File: config.mk
export PLATFORM = sky130hd
export DESIGN_NAME = word_deserializer_8_flat
export DESIGN_NICKNAME = d
export VERILOG_FILES = /design/src/rtl/word_deserializer_8_if.sv /design/src/rtl/word_deserializer_8.sv /design/src/flat_wrapper.sv
export SDC_FILE = /design/constraint.sdc
export NUM_CORES = 1
export LEC_CHECK = 0
export ABC_AREA = 1
export BUFFER_PORTS_ARGS = -buffer_cell sky130_fd_sc_hd__buf_2
export CORE_UTILIZATION = 49
export DETAILED_ROUTE_END_ITERATION = 10
export PLACE_DENSITY = 0.73
export SLEW_MARGIN = 25
export SYNTH_ARGS = -nofsm -noshare
export SYNTH_HDL_FRONTEND = slang
export SYNTH_SLANG_ARGS = --single-unit
File: constraint.sdc
create_clock -name clk -period 1.72 [get_ports clk]
set_input_delay 0.172 -clock clk [delete_from_list [all_inputs] [get_ports clk]]
set_output_delay 0.172 -clock clk [all_outputs]
set_load 0.005 [all_outputs]
File: src/rtl/word_deserializer_8_if.sv
// rtl/word_deserializer_8_if.sv - word stream in, 8-word bundle out
interface word_deserializer_8_if #(
    parameter int WIDTH = 16
);
    logic             flush;
    logic             in_valid;
    logic             in_ready;
    logic [WIDTH-1:0] in_data;
    logic             out_valid;
    logic             out_ready;
    logic [WIDTH-1:0] a, b, c, d, e, f, g, h;
    logic [2:0]       fill_cnt;

    modport master (
        output flush, in_valid, in_data, out_ready,
        input  in_ready, out_valid, a, b, c, d, e, f, g, h, fill_cnt
    );

    modport slave (
        input  flush, in_valid, in_data, out_ready,
        output in_ready, out_valid, a, b, c, d, e, f, g, h, fill_cnt
    );
endinterface

File: src/rtl/word_deserializer_8.sv
// rtl/word_deserializer_8.sv - collects 8 accepted words into one parallel bundle
module word_deserializer_8 #(
    parameter int WIDTH = 16
) (
    input  logic                 clk,
    input  logic                 rst_n,
    word_deserializer_8_if.slave bus
);
    logic [WIDTH-1:0] slot_q [8];
    logic [WIDTH-1:0] slot_d [8];
    logic [2:0]       fill_q, fill_d;
    logic             valid_q, valid_d;
    logic             ready;
    logic             accept;
    logic             fire;

    assign ready  = ~valid_q | bus.out_ready;
    assign accept = bus.in_valid & ready;
    assign fire   = valid_q & bus.out_ready;

    always_ff @(posedge clk or negedge rst_n) begin
        if (!rst_n) begin
            fill_q  <= '0;
            valid_q <= 1'b0;
            for (int i = 0; i < 8; i++) slot_q[i] <= '0;
        end else begin
            fill_q  <= fill_d;
            valid_q <= valid_d;
            for (int i = 0; i < 8; i++) slot_q[i] <= slot_d[i];
        end
    end

    // In FULL fill_q is 0, so a fire+accept lands the new word in slot a.
    always_comb begin
        slot_d  = slot_q;
        fill_d  = fill_q;
        valid_d = valid_q;
        if (bus.flush) begin
            fill_d  = '0;
            valid_d = 1'b0;
        end else begin
            if (fire) valid_d = 1'b0;
            if (accept) begin
                slot_d[fill_q] = bus.in_data;
                fill_d         = fill_q + 3'd1;
                if (fill_q == 3'd7) valid_d = 1'b1;
            end
        end
    end

    always_comb begin
        bus.in_ready  = ready;
        bus.out_valid = valid_q;
        bus.fill_cnt  = fill_q;
        bus.a         = slot_q[0];
        bus.b         = slot_q[1];
        bus.c         = slot_q[2];
        bus.d         = slot_q[3];
        bus.e         = slot_q[4];
        bus.f         = slot_q[5];
        bus.g         = slot_q[6];
        bus.h         = slot_q[7];
    end
endmodule

File: src/flat_wrapper.sv
// flat-port wrapper written by rule: the top's interface ports become plain ports
module word_deserializer_8_flat 
#(
    parameter int WIDTH = 16
)
  (clk, rst_n, bus_flush, bus_in_valid, bus_in_data, bus_out_ready, bus_in_ready, bus_out_valid, bus_a, bus_b, bus_c, bus_d, bus_e, bus_f, bus_g, bus_h, bus_fill_cnt);
  word_deserializer_8_if #(.WIDTH(WIDTH)) bus_i ();
  input  logic clk;
  input  logic rst_n;
  input wire logic [$bits(bus_i.flush)-1:0] bus_flush;
  input wire logic [$bits(bus_i.in_valid)-1:0] bus_in_valid;
  input wire logic [$bits(bus_i.in_data)-1:0] bus_in_data;
  input wire logic [$bits(bus_i.out_ready)-1:0] bus_out_ready;
  output wire logic [$bits(bus_i.in_ready)-1:0] bus_in_ready;
  output wire logic [$bits(bus_i.out_valid)-1:0] bus_out_valid;
  output wire logic [$bits(bus_i.a)-1:0] bus_a;
  output wire logic [$bits(bus_i.b)-1:0] bus_b;
  output wire logic [$bits(bus_i.c)-1:0] bus_c;
  output wire logic [$bits(bus_i.d)-1:0] bus_d;
  output wire logic [$bits(bus_i.e)-1:0] bus_e;
  output wire logic [$bits(bus_i.f)-1:0] bus_f;
  output wire logic [$bits(bus_i.g)-1:0] bus_g;
  output wire logic [$bits(bus_i.h)-1:0] bus_h;
  output wire logic [$bits(bus_i.fill_cnt)-1:0] bus_fill_cnt;
  assign bus_i.flush = bus_flush;
  assign bus_i.in_valid = bus_in_valid;
  assign bus_i.in_data = bus_in_data;
  assign bus_i.out_ready = bus_out_ready;
  assign bus_in_ready = bus_i.in_ready;
  assign bus_out_valid = bus_i.out_valid;
  assign bus_a = bus_i.a;
  assign bus_b = bus_i.b;
  assign bus_c = bus_i.c;
  assign bus_d = bus_i.d;
  assign bus_e = bus_i.e;
  assign bus_f = bus_i.f;
  assign bus_g = bus_i.g;
  assign bus_h = bus_i.h;
  assign bus_fill_cnt = bus_i.fill_cnt;
  word_deserializer_8 #(.WIDTH(WIDTH)) u_core (.clk(clk), .rst_n(rst_n), .bus(bus_i));
endmodule
# Word level (Yosys, flattened, before mapping)
# Cells that the tools add are included.
# word_totals
output_inout_bits,133
word_cells,32
in_bits,21
ff_bits,132
# classes
reduce_logical,3
n_mux,9
eq_ne,1
n_lt_le_gt_ge,2
add_sub_neg,1
bitwise,6
# op_table
operator,count
128-bit bitwise mux,1
16-bit demux with 3-bit select,1
16-bit 2-to-1 mux,1
3-bit 2-to-1 mux,2
"4-bit >= comparator, second input constant",1
"4-bit by 1-bit less-than comparator with 1-bit output, second input constant",1
1-bit 2-to-1 mux,4
3-bit inverter with 4-bit output,1
"3-bit by 1-bit adder with 3-bit output, second input constant",1
"3-bit equality test, second input constant",1
1-bit AND,2
1-bit inverter,2
2-bit AND reduction,1
2-bit nonzero test,1
1-bit logical AND,1
1-bit OR,1

# Longest topological paths before layout
# depth
word_depth,6
ltp_mapped,8
mapped_depth_nobuf,6

# Worst setup path before layout
# No wires, ideal clock.
# synth_path
path_kind,register to register
start,register u_core.fill_q[0] (netlist: u_core.bus.fill_cnt[0])
end,"register u_core.slot_q, in the netlist u_core.bus.e[10]"
setup_time_ns,0.120
stages_incl_launch_ff,7
required_time_ns,1.600
path_buffers,2
arrival_time_ns,1.197
slack_ns,0.403
synth_period_minus_slack_ns,1.317
path_cell_list,dfrtp_1 buf_6 inv_6 nand3_4 buf_2 o21bai_2 nand2_1
# synth_via
elab_chain_len,6
elab_cells_between_ends,7
classes_between,2 x order compare; 3 x mux; 1 x bitwise; 1 x reduce/logical
# synth_lines
item,line,text
start: declaration,word_deserializer_8.sv:11,"logic [2:0] fill_q, fill_d;"
start signal: assignment,word_deserializer_8.sv:27,fill_q <= fill_d;
3-bit inverter with 4-bit output (not written as such) *,word_deserializer_8.sv:44,slot_d[fill_q] = bus.in_data;
4-bit >= comparator (not written as such) or 4-bit by 1-bit less-than comparator with 1-bit output (tied branches),word_deserializer_8.sv:44,
1-bit logical AND (not written as such),word_deserializer_8.sv:44,
16-bit 2-to-1 mux (not written as such),word_deserializer_8.sv:44,
16-bit demux with 3-bit select *,word_deserializer_8.sv:44,
128-bit bitwise mux *,word_deserializer_8.sv:44,
end: declaration,word_deserializer_8.sv:9,logic [WIDTH-1:0] slot_q [8];
# Every way passes the cells marked *; elsewhere a longest branch is shown, timed or not.
# A chain may end at the register's enable or synchronous reset.

# Worst setup path after layout
# layout_path
start,input bus_flush
end,"register u_core.slot_q, in the netlist u_core.bus.e[2]"
# layout_via
elab_chain_len,2
# layout_lines
item,line,text
start: declaration,flat_wrapper.sv:10,input wire logic [$bits(bus_i.flush)-1:0] bus_flush;
1-bit inverter (no line),--,
2-bit AND reduction (no line),--,
# Every way passes these cells.

==> run summary <==
FF+latch count, synth: 132
Outcome: finished clean
Die H: 120 um
DP Area: 7670 um2
Leak: 0.00438 uW
CTS H-Tree Depth: 4
Core area: 13400 um2
WP depth: 8
Fin. Hold Viols: 0
Largest net degree at the start of global routing: 52
F_max: 623 MHz
Setup ws final: 0.114 ns
Startpoint types: input port
Total GRT Usage: 0.246
Die W: 120 um
Detailed Route WL: 16.8 mm
Setup crit end: u_core.bus.e[2]
Initial antenna violation count: 0
Peak VDD IR: 0.744 mV
Mapped Area: 6820 um2
Worst R2R Start: u_core.bus.fill_cnt[1]
Placed Instances: 1031
Clk buf depth: 2
Drt pass-1 iters: 4
R2r setup slk: 0.15 ns
CTS Buf Count: 17
Clock skew after layout: 0.0121 ns
Vias in the first global route: 4868
Largest cells by area after synthesis: dfrtp_1 (48%), o21bai_2 (17%), nand2_1 (14%), inv_1 (7.2%), o21bai_1 (3.1%)
Arr. time, crit path: 1.95 ns
Via-per-instance ratio: 4.74
Congestion Overflow GR: 0
Initial core utilization: 0.509
Non-Filler Instances: 1064
Post-route cell area: 8270 um2
Family with the most delay on the worst path: buffers and inverters
Final Max Slew Viols: 0
TritonCTS clock tree: yes
Worst setup startpoint: bus_flush
CTS clk-pin slew, worst paths: 0.05 ns
Antenna viol nets, final: 0
Final min period: 1.61 ns
WL per Instance: 15.8 um
Via count: 5046
# nets final: 900
Power per Cell Area: 1200 nW/um2
Yosys top cell by area: dfrtp_1
Clk Tree Root Cell: clkbuf_16
Io pins: 154
Share of cells above drive strength 1: 0.365
Cells after Synth: 730
CP endpoint kind: register
Layout area overhead: 21.3%
Unrepaired setup endpoints after global routing: no
YS warnings: 0
Fill cells: 1106
Endpoints failing setup: 0
Reg2Reg Depth: 5
Iter 0 DRT Violations: 298
Distinct cells, synth: 20
Placement Setup Slack: 0.140 ns
Clk Latency, worst-skew pair: 0.41 ns
Max Cap Viol: 0
Drt drc: 0
Tightest Hold Check Type: in2reg
Average instance area after synthesis: 9.34 um2
Full die area: 14400 um2
CP max-delay cell: dlygate4sd3_1
Port bufs: 153
Slew headroom: 0.643
Most common cell on crit path: nand2_1
HPWL Detailed: 11.5 mm
Tcrit/Tclk final: 0.934
Inserted Diodes: 0
Clock sink total: 132
First-pass GRT wire length: 26.6 mm
CP Class: in2reg
Buf/Inv on CP: 4
WP data required: 2.06 ns
Worst path max stage delay: 0.54 ns
Share of the synthesized area in the top cell type: 0.484
Crit path cell chain: dlygate4sd3_1, buf_2, inv_1, nand3_4, buf_4, nor2_4, nand2_1, nand2_1
Worst-Margin Slew: 0.536 ns
Synth Net Count: 753
Largest fanout on the critical path: 16
Seq/Total Area, Yosys: 0.484
Final GP Congestion: 0.765
Setup TNS: 0 ns
Rows: 42
Reg2reg end: u_core.bus.f[15]
-- worst register-to-register path, delay by kind of cell, from the launching register on --
family | cells | cell delay [ns]
flops | 1 | 0.56
simple gates | 4 | 0.76
buf+inv | 1 | 0.19
-- cell usage in the layout (no fill, tap or decap) --
master / instances
a21oi_1: 1
ha_1: 2
clkbuf_1: 5
dfrtp_1: 131
buf_6: 1
clkinv_2: 3
nand3_4: 8
nor2_4: 8
buf_12: 7
bufinv_16: 2
o21ai_0: 3
buf_4: 16
dfrtp_2: 1
nand3_2: 1
clkbuf_8: 3
dlygate4sd3_1: 2
clkbuf_16: 17
nand2_1: 262
nand2_4: 1
o21bai_1: 28
inv_6: 3
inv_2: 1
o21bai_2: 100
inv_1: 130
buf_2: 152
-- worst min-delay path by stage --
stage / startpoint / endpoint / slack [ns] / depth (start not counted)
after floorplan: rst_n / u_core.bus.a[0] / -0.12 / 0
after CTS: bus_in_valid / u_core.bus.out_valid / 0.03 / 3
final: bus_out_ready / u_core.bus.out_valid / 0.06 / 4
after detailed placement: rst_n / u_core.bus.d[8] / 0.17 / 1
after global routing: bus_in_valid / u_core.bus.out_valid / 0.05 / 3
after global placement: rst_n / u_core.bus.d[8] / 0.16 / 1
-- cells in the mapped netlist, drive strengths merged --
master / count
buf: 43
o21bai: 128
inv: 134
nor2: 8
clkbuf: 7
ha: 2
nand2: 263
dfrtp: 132
a21oi: 1
nand3: 9
o21ai: 3
-- logic make-up after synthesis --
group	after synthesis	share of synthesized area
flip-flops	132	0.484
AND/OR/NAND/NOR	280	0.181
buffers and inverters	184	0.132
AO/OA/AOI/OAI	132	0.199
adder cells (fa/ha/maj)	2	0.00367
-- timing repair --
item,4_1_cts,5_1_grt
resized for setup,0,1
hold buffers,2,0
buffers inserted,0,1
setup endpoints to repair,0,2
endpoints found under the hold margin,49,0
-- layout make-up --
type	count	area, um2	area share
clock buffers	25	485	0.0587
clock inverters	5	75.1	0.00908
well taps	176	220	0.0266
inverters	134	518	0.0626
flip-flops and latches	132	3300	0.399
repair buffers	178	1050	0.127
multi-input cells	414	2620	0.316
-- layer usage --
layer  GRT usage  vias up  share of wire
met5           0        -              0
met4       0.105        0          0.015
met3      0.0456       20          0.046
met2       0.389      154           0.50
met1       0.331     2394           0.44
li1            -     2478              -
-- power by group --
| group | total [uW] | switching [uW] | internal, uW |
|---|---|---|---|
| clock | 3460 | 1240 | 2230 |
| combinational | 2350 | 1100 | 1250 |
| sequential | 4140 | 388 | 3750 |
| total | 9950 | 2730 | 7220 |
-- state kept, by name, summed over array words and instances (netlist names) --
| name | cells |
|---|---|
| u_core.bus.g | 16 |
| u_core.bus.a | 16 |
| u_core.bus.c | 16 |
| u_core.bus.f | 16 |
| u_core.bus.d | 16 |
| u_core.bus.h | 16 |
| u_core.bus.b | 16 |
| u_core.bus.fill_cnt | 3 |
| u_core.bus.out_valid | 1 |
| u_core.bus.e | 16 |
-- per-stage QoR --
stage | hold slack [ns] | util | total power, uW
CTS | 0.0294 | 0.616 | 10000
global placement | 0.163 | 0.572 | 6470
floorplan | -0.124 | - | 5490
global route | 0.0465 | 0.617 | 10500
detailed placement | 0.173 | 0.572 | 6540
finish | 0.0616 | 0.617 | 9950
(Power assumes the default switching activity.)
